<file path="src/rtl/ram_cmd_pkg.sv">
// Shared definitions for the command-word RAM initiator: default payload
// width, the 2-bit opcodes carried in the top bits of each command word,
// and the FSM state encodings.
package ram_cmd_pkg;

  localparam int DEF_ADDR_SIZE = 8;

  localparam logic [1:0] OP_WR_ADDR  = 2'b00;
  localparam logic [1:0] OP_WR_DATA  = 2'b01;
  localparam logic [1:0] OP_RD_ADDR  = 2'b10;
  localparam logic [1:0] OP_RD_FETCH = 2'b11;

  localparam logic [2:0] IDLE     = 3'd0;
  localparam logic [2:0] WR_ADDR  = 3'd1;
  localparam logic [2:0] WR_DATA  = 3'd2;
  localparam logic [2:0] RD_ADDR  = 3'd3;
  localparam logic [2:0] RD_FETCH = 3'd4;
  localparam logic [2:0] RD_WAIT  = 3'd5;
  localparam logic [2:0] RESP     = 3'd6;

endpackage

</file>
<file path="src/rtl/ram_cmd_master.sv">
// Initiator for the single-port command RAM. Turns one request into the
// 2-word command sequence (address word, then data or fetch word), collects
// read data and flags a timeout if the RAM never raises its read valid.
// Optional build macro: RAM_CMD_ADDR_CACHE_EN (skip the address word when the
// previous write/read already targeted the same address).
//
// state    | meaning
// ---------+--------------------------------------------------------------
// IDLE     | req_ready high, waiting for a request
// WR_ADDR  | driving {00,addr}
// WR_DATA  | driving {01,wdata}
// RD_ADDR  | driving {10,addr}
// RD_FETCH | driving {11,0}
// RD_WAIT  | sampling ram_tx_valid, counting toward the timeout
// RESP     | rsp_valid high for one cycle
module ram_cmd_master
  import ram_cmd_pkg::*;
#(
  parameter int ADDR_SIZE = DEF_ADDR_SIZE,
  parameter int TIMEOUT   = 15,
  parameter int TO_W      = 4
) (
  input  logic                 clk,
  input  logic                 rst_n,
  input  logic                 req_valid,
  output logic                 req_ready,
  input  logic                 req_we,
  input  logic [ADDR_SIZE-1:0] req_addr,
  input  logic [ADDR_SIZE-1:0] req_wdata,
  output logic                 rsp_valid,
  output logic [ADDR_SIZE-1:0] rsp_rdata,
  output logic                 rsp_err,
  output logic [ADDR_SIZE+1:0] ram_din,
  output logic                 ram_rx_valid,
  input  logic [ADDR_SIZE+1:0] ram_dout,
  input  logic                 ram_tx_valid
);

  logic [2:0]           state;
  logic [ADDR_SIZE-1:0] wdata_q;
  logic [TO_W-1:0]      to_cnt;
  logic [TO_W-1:0]      to_nxt;
  logic                 wr_hit;
  logic                 rd_hit;
  logic                 unused_dout_hi;

  // Ready only in IDLE and never while reset is held.
  assign req_ready      = (state == IDLE) && rst_n;
  assign to_nxt         = to_cnt + 1'b1;
  assign unused_dout_hi = ^ram_dout[ADDR_SIZE+1:ADDR_SIZE];

`ifdef RAM_CMD_ADDR_CACHE_EN
  logic [ADDR_SIZE-1:0] last_wr_addr;
  logic [ADDR_SIZE-1:0] last_rd_addr;
  logic                 last_wr_vld;
  logic                 last_rd_vld;

  assign wr_hit = last_wr_vld && (last_wr_addr == req_addr);
  assign rd_hit = last_rd_vld && (last_rd_addr == req_addr);

  // Remember the address last sent to the RAM for each direction; the
  // address word goes out on the same edge that accepts a missing request.
  always_ff @(posedge clk) begin
    if (!rst_n) begin
      last_wr_addr <= '0;
      last_rd_addr <= '0;
      last_wr_vld  <= 1'b0;
      last_rd_vld  <= 1'b0;
    end else if (state == IDLE && req_valid) begin
      if (req_we && !wr_hit) begin
        last_wr_addr <= req_addr;
        last_wr_vld  <= 1'b1;
      end
      if (!req_we && !rd_hit) begin
        last_rd_addr <= req_addr;
        last_rd_vld  <= 1'b1;
      end
    end
  end
`else
  assign wr_hit = 1'b0;
  assign rd_hit = 1'b0;
`endif

  // Sequencer: outputs are registered alongside the next state, so each
  // word is on the bus during the cycle the FSM sits in the sending state.
  always_ff @(posedge clk) begin
    if (!rst_n) begin
      state        <= IDLE;
      wdata_q      <= '0;
      to_cnt       <= '0;
      ram_din      <= '0;
      ram_rx_valid <= 1'b0;
      rsp_valid    <= 1'b0;
      rsp_err      <= 1'b0;
      rsp_rdata    <= '0;
    end else begin
      ram_din      <= '0;
      ram_rx_valid <= 1'b0;
      rsp_valid    <= 1'b0;
      rsp_err      <= 1'b0;
      rsp_rdata    <= '0;
      case (state)
        IDLE: begin
          if (req_valid) begin
            wdata_q      <= req_wdata;
            ram_rx_valid <= 1'b1;
            if (req_we) begin
              if (wr_hit) begin
                state   <= WR_DATA;
                ram_din <= {OP_WR_DATA, req_wdata};
              end else begin
                state   <= WR_ADDR;
                ram_din <= {OP_WR_ADDR, req_addr};
              end
            end else begin
              to_cnt <= '0;
              if (rd_hit) begin
                state   <= RD_FETCH;
                ram_din <= {OP_RD_FETCH, {ADDR_SIZE{1'b0}}};
              end else begin
                state   <= RD_ADDR;
                ram_din <= {OP_RD_ADDR, req_addr};
              end
            end
          end
        end
        WR_ADDR: begin
          state        <= WR_DATA;
          ram_rx_valid <= 1'b1;
          ram_din      <= {OP_WR_DATA, wdata_q};
        end
        WR_DATA: begin
          state     <= RESP;
          rsp_valid <= 1'b1;
        end
        RD_ADDR: begin
          state        <= RD_FETCH;
          ram_rx_valid <= 1'b1;
          ram_din      <= {OP_RD_FETCH, {ADDR_SIZE{1'b0}}};
        end
        RD_FETCH: begin
          state <= RD_WAIT;
        end
        RD_WAIT: begin
          // ram_tx_valid is sticky in the RAM, so it is looked at only here.
          if (ram_tx_valid) begin
            state     <= RESP;
            rsp_valid <= 1'b1;
            rsp_rdata <= ram_dout[ADDR_SIZE-1:0];
          end else begin
            to_cnt <= to_nxt;
            if (to_nxt == TO_W'(TIMEOUT)) begin
              state     <= RESP;
              rsp_valid <= 1'b1;
              rsp_err   <= 1'b1;
            end
          end
        end
        RESP: begin
          state <= IDLE;
        end
        default: begin
          state <= IDLE;
        end
      endcase
    end
  end

endmodule

</file>
<file path="config.mk">
export PLATFORM = sky130hd
export DESIGN_NAME = ram_cmd_master
export DESIGN_NICKNAME = d
export VERILOG_FILES = /design/src/rtl/ram_cmd_pkg.sv /design/src/rtl/ram_cmd_master.sv
export SDC_FILE = /design/constraint.sdc
export NUM_CORES = 1
export LEC_CHECK = 0
export CORE_MARGIN = 2
export CORE_UTILIZATION = 43
export DETAILED_ROUTE_END_ITERATION = 16
export GPL_TIMING_DRIVEN = 0
export HOLD_SLACK_MARGIN = 0.06
export PLACE_DENSITY = 0.79
export SYNTH_ARGS = -nofsm -noshare
export SYNTH_HDL_FRONTEND = slang
export SYNTH_SLANG_ARGS = --single-unit
</file>
<file path="constraint.sdc">
create_clock -name clk -period 1.8 [get_ports clk]
set_clock_uncertainty 0.15 [all_clocks]
set_input_delay 0.36 -clock clk [delete_from_list [all_inputs] [get_ports clk]]
set_output_delay 0.36 -clock clk [all_outputs]
set_load 0.01 [all_outputs]
</file>
==> impl_metrics.py, run 1 <==
metrics = {
    "run_status": {
        "run_status": "finished, final reports clean",
    },
    "clock_network": {
        "hold_buffers": 0,
        "cts_tree": "done",
        "clock_sinks": 36,
        "cts.path.max_buffers": 2,
        "cts_root_buf": "clkbuf_4",
        "cts_buffers": 5,
        "clkSlewWorstSetupHoldPaths_ns": 0.10,
        "htreeDepth": 2,
        "clock_latency_ns": 0.33,
    },
    "floorplanning": {
        "die_x_um": 62.1,
        "die_area_sq_mm": 0.00386,
        "placeableCoreArea_sq_mm": 0.00328,
        "pin_count": 53,
        "dieHeight_um": 62.1,
        "rows": 21,
        "initial_core_util": 0.442,
    },
    "setup_path": {
        "slowest_delay_ns": 0.54,
        "r2r_start": "state[2]",
        "cp.required_ns": 1.29,
        "crit_start": "rsp_rdata[2]",
        "startpoint_type": "flop",
        "worst_setup_path_end_kind": "output port",
        "critPathKind": "reg -> out",
        "path_max_fanout": 1,
        "r2r_cells": 4,
        "cpLargestDelayFamily": "buffers and inverters",
        "cp_slowest_cell": "clkdlybuf4s50_1",
        "cp_num_cells": 1,
        "cp.arrival_ns": 1.20,
        "path_buf_inv": 1,
        "rrSetupSlack_ns": 0.14,
        "worstSetupEndpoint": "rsp_rdata[2]",
        "r2r-end": "to_cnt[3]",
        "cp_cell_sequence": "clkdlybuf4s50_1",
    },
    "route": {
        "dr.first_iter.drc_count": 40,
        "drtAntennaViolNets": 0,
        "vias_per_cell": 4.89,
        "vias": 1251,
        "wire_per_inst_um": 12.8,
        "drc": 0,
        "first_pass_iters": 4,
        "wirelength_mm": 3.28,
    },
    "sta": {
        "hold_slack_ns": 0.316,
        "rsz0062_at_grt": "no",
        "period_share": 0.949,
        "tightest_slew_ns": 0.539,
        "period_needed_ns": 1.71,
        "hold_viol": 0,
        "slew-limit-headroom": 0.639,
        "drv_slew": 0,
        "fmaxAchievable_mhz": 585,
        "setup_viol": 0,
    },
    "yosys": {
        "async_reset_ff_frac": 0,
        "ys_ff_latch": 36,
        "yosys_warnings": 0,
        "syn_inst": 151,
        "synth_nets": 184,
        "syn_avg_cell_area_sq_um": 9.62,
        "synth-main-ff-cell": "dfxtp_1",
        "yosysTopAreaCellShare": 0.496,
        "yosysSeqAreaShare": 0.496,
        "synth_top_cell_by_area": "dfxtp_1",
        "netlist-cell-type-count": 38,
        "synthesis.area_sq_mm": 0.00145,
        "synthTopCellsByArea": "dfxtp_1 (50%), nand2_1 (5.2%), a22oi_1 (4.1%), nor2_1 (4.1%), and2_1 (3.9%)",
        "synth_enable_flop_cells": 0,
    },
    "finish": {
        "final_cell_mix": "clkdlybuf4s50_1 (47), dfxtp_1 (35), nand2_1 (20)",
        "final_nets": 242,
        "antennaDiodeCount": 0,
        "area_delta_synth_final_pct": 43.4,
        "drive_above_1_share": 0.114,
        "final_common_cell": "clkdlybuf4s50_1",
    },
    "global_routing": {
        "met1_usage": 0.212,
        "met2_usage": 0.298,
        "grt_pass1_vias": 1266,
        "track_usage": 0.185,
        "grtUsageMet3": 0.0761,
        "top_usage_layer": "met2",
        "grt_max_degree": 12,
        "antenna_found_initial": 0,
        "grt_pass1_wl_mm": 5.69,
        "overflow": 0,
    },
    "pwr": {
        "power_density_mw_per_mm2": 899,
        "max-vdd-ir-drop_uv": 446,
        "leakagePower_nw": 0.822,
        "finalPower_mw": 1.87,
    },
    "flow_run": {
        "maxCapViolations": 0,
    },
    "worst_hold_path": {
        "min_path_type": "reg -> reg",
    },
    "placed_design": {
        "dp.final_hpwl_mm": 2.47,
        "gp_congestion": 0.874,
        "io_buffers": 50,
    },
}
[repair_timing]
item,CTS,global route
setup endpoints to repair,5,6
gates resized for setup,8,1
pin swaps,0,1
cloned,0,0
buffers inserted,0,1
[worst reg2reg max path: cells and delay by family, from the launching register on]
family | cells | cell delay, ns
AO/OA/AOI/OAI | 2 | 0.32
AND/OR/NAND/NOR | 2 | 0.72
flip-flops | 1 | 0.37
[synthesized netlist by cell type (2+ instances only)]
master	n
dfxtp_1	36
nand2_1	20
nor2_1	16
and2_1	9
a22oi_1	8
a21boi_0	7
a21oi_1	5
and3_1	4
a21o_1	3
nand2b_1	3
nor2b_1	3
nor3_1	3
buf_4	2
clkbuf_8	2
ha_1	2
inv_1	2
nand3b_1	2
nand4b_1	2
o211ai_1	2
o21a_1	2
[report_power, final]
group | switching (mW) | internal [mW] | total (mW)
combinational | 0.254 | 0.269 | 0.523
clock | 0.258 | 0.186 | 0.443
sequential | 0.0365 | 0.869 | 0.905
[worst min-delay path by stage]
stage	slack [ns]	cells past startpoint	from	end
floorplan	0.28	2	wdata_q[2]	wdata_q[2]
global placement	0.29	2	wdata_q[2]	wdata_q[2]
detailed placement	0.30	2	wdata_q[2]	wdata_q[2]
CTS	0.31	2	wdata_q[2]	wdata_q[2]
global route	0.33	2	wdata_q[2]	wdata_q[2]
finish	0.32	2	wdata_q[2]	wdata_q[2]
[area by class of cell]
class                      count  area [sq um]
sequential                    36           722
clock inverter                 2          10.0
tap                           46          57.6
inverter                       3          11.3
buffer                         7          62.6
multi-input combinational    105           668
clock buffer                   6          51.3
timing repair buffer          51           500
fill                         271          1200
[registers in the layout (all words and copies together) (netlist names)]
signal	count
ram_din	10
rsp_rdata	8
wdata_q	8
to_cnt	4
state	3
ram_rx_valid	1
rsp_err	1
rsp_valid	1
[through the flow]
step	setup TNS, ns	instance area, sq um	utilization	std cells	worst slack [ns]
2_1_floorplan	0	1450	-	151	0.213
5_1_grt	0	2080	0.634	256	0.0229
3_3_place_gp	-4.60	2010	0.612	247	-0.404
3_5_place_dp	-5.28	2010	0.612	247	-0.429
6_report	0	2080	0.634	256	0.0912
4_1_cts	0	2070	0.630	255	0.0693
[layer usage]
layer | vias to the layer above | part of all wire
li1 | 631 | -
met1 | 571 | 0.45
met2 | 42 | 0.47
met3 | 7 | 0.058
met4 | 0 | 0.016
met5 | - | 0
[cells by family (layout without fill, tap and decap cells)]
kind of cell    Yosys count  count (layout)  share of synthesized area
simple gates             68              68                      0.257
flops                    36              36                      0.496
compound gates           33              33                      0.166
buf+inv                  10              69                     0.0508
fa+ha+maj                 2               2                     0.0172
xor+xnor                  1               1                    0.00603
mux                       1               1                    0.00689
Power figures use the tool's default switching activity.
==> inputs of run 2 (changes only) <==
Settings changed: ABC_CLOCK_PERIOD_IN_PS from default to 1800.
==> results of run 2 <==
Same layout as run 1: the final DEF is identical, and so are final timing and power.
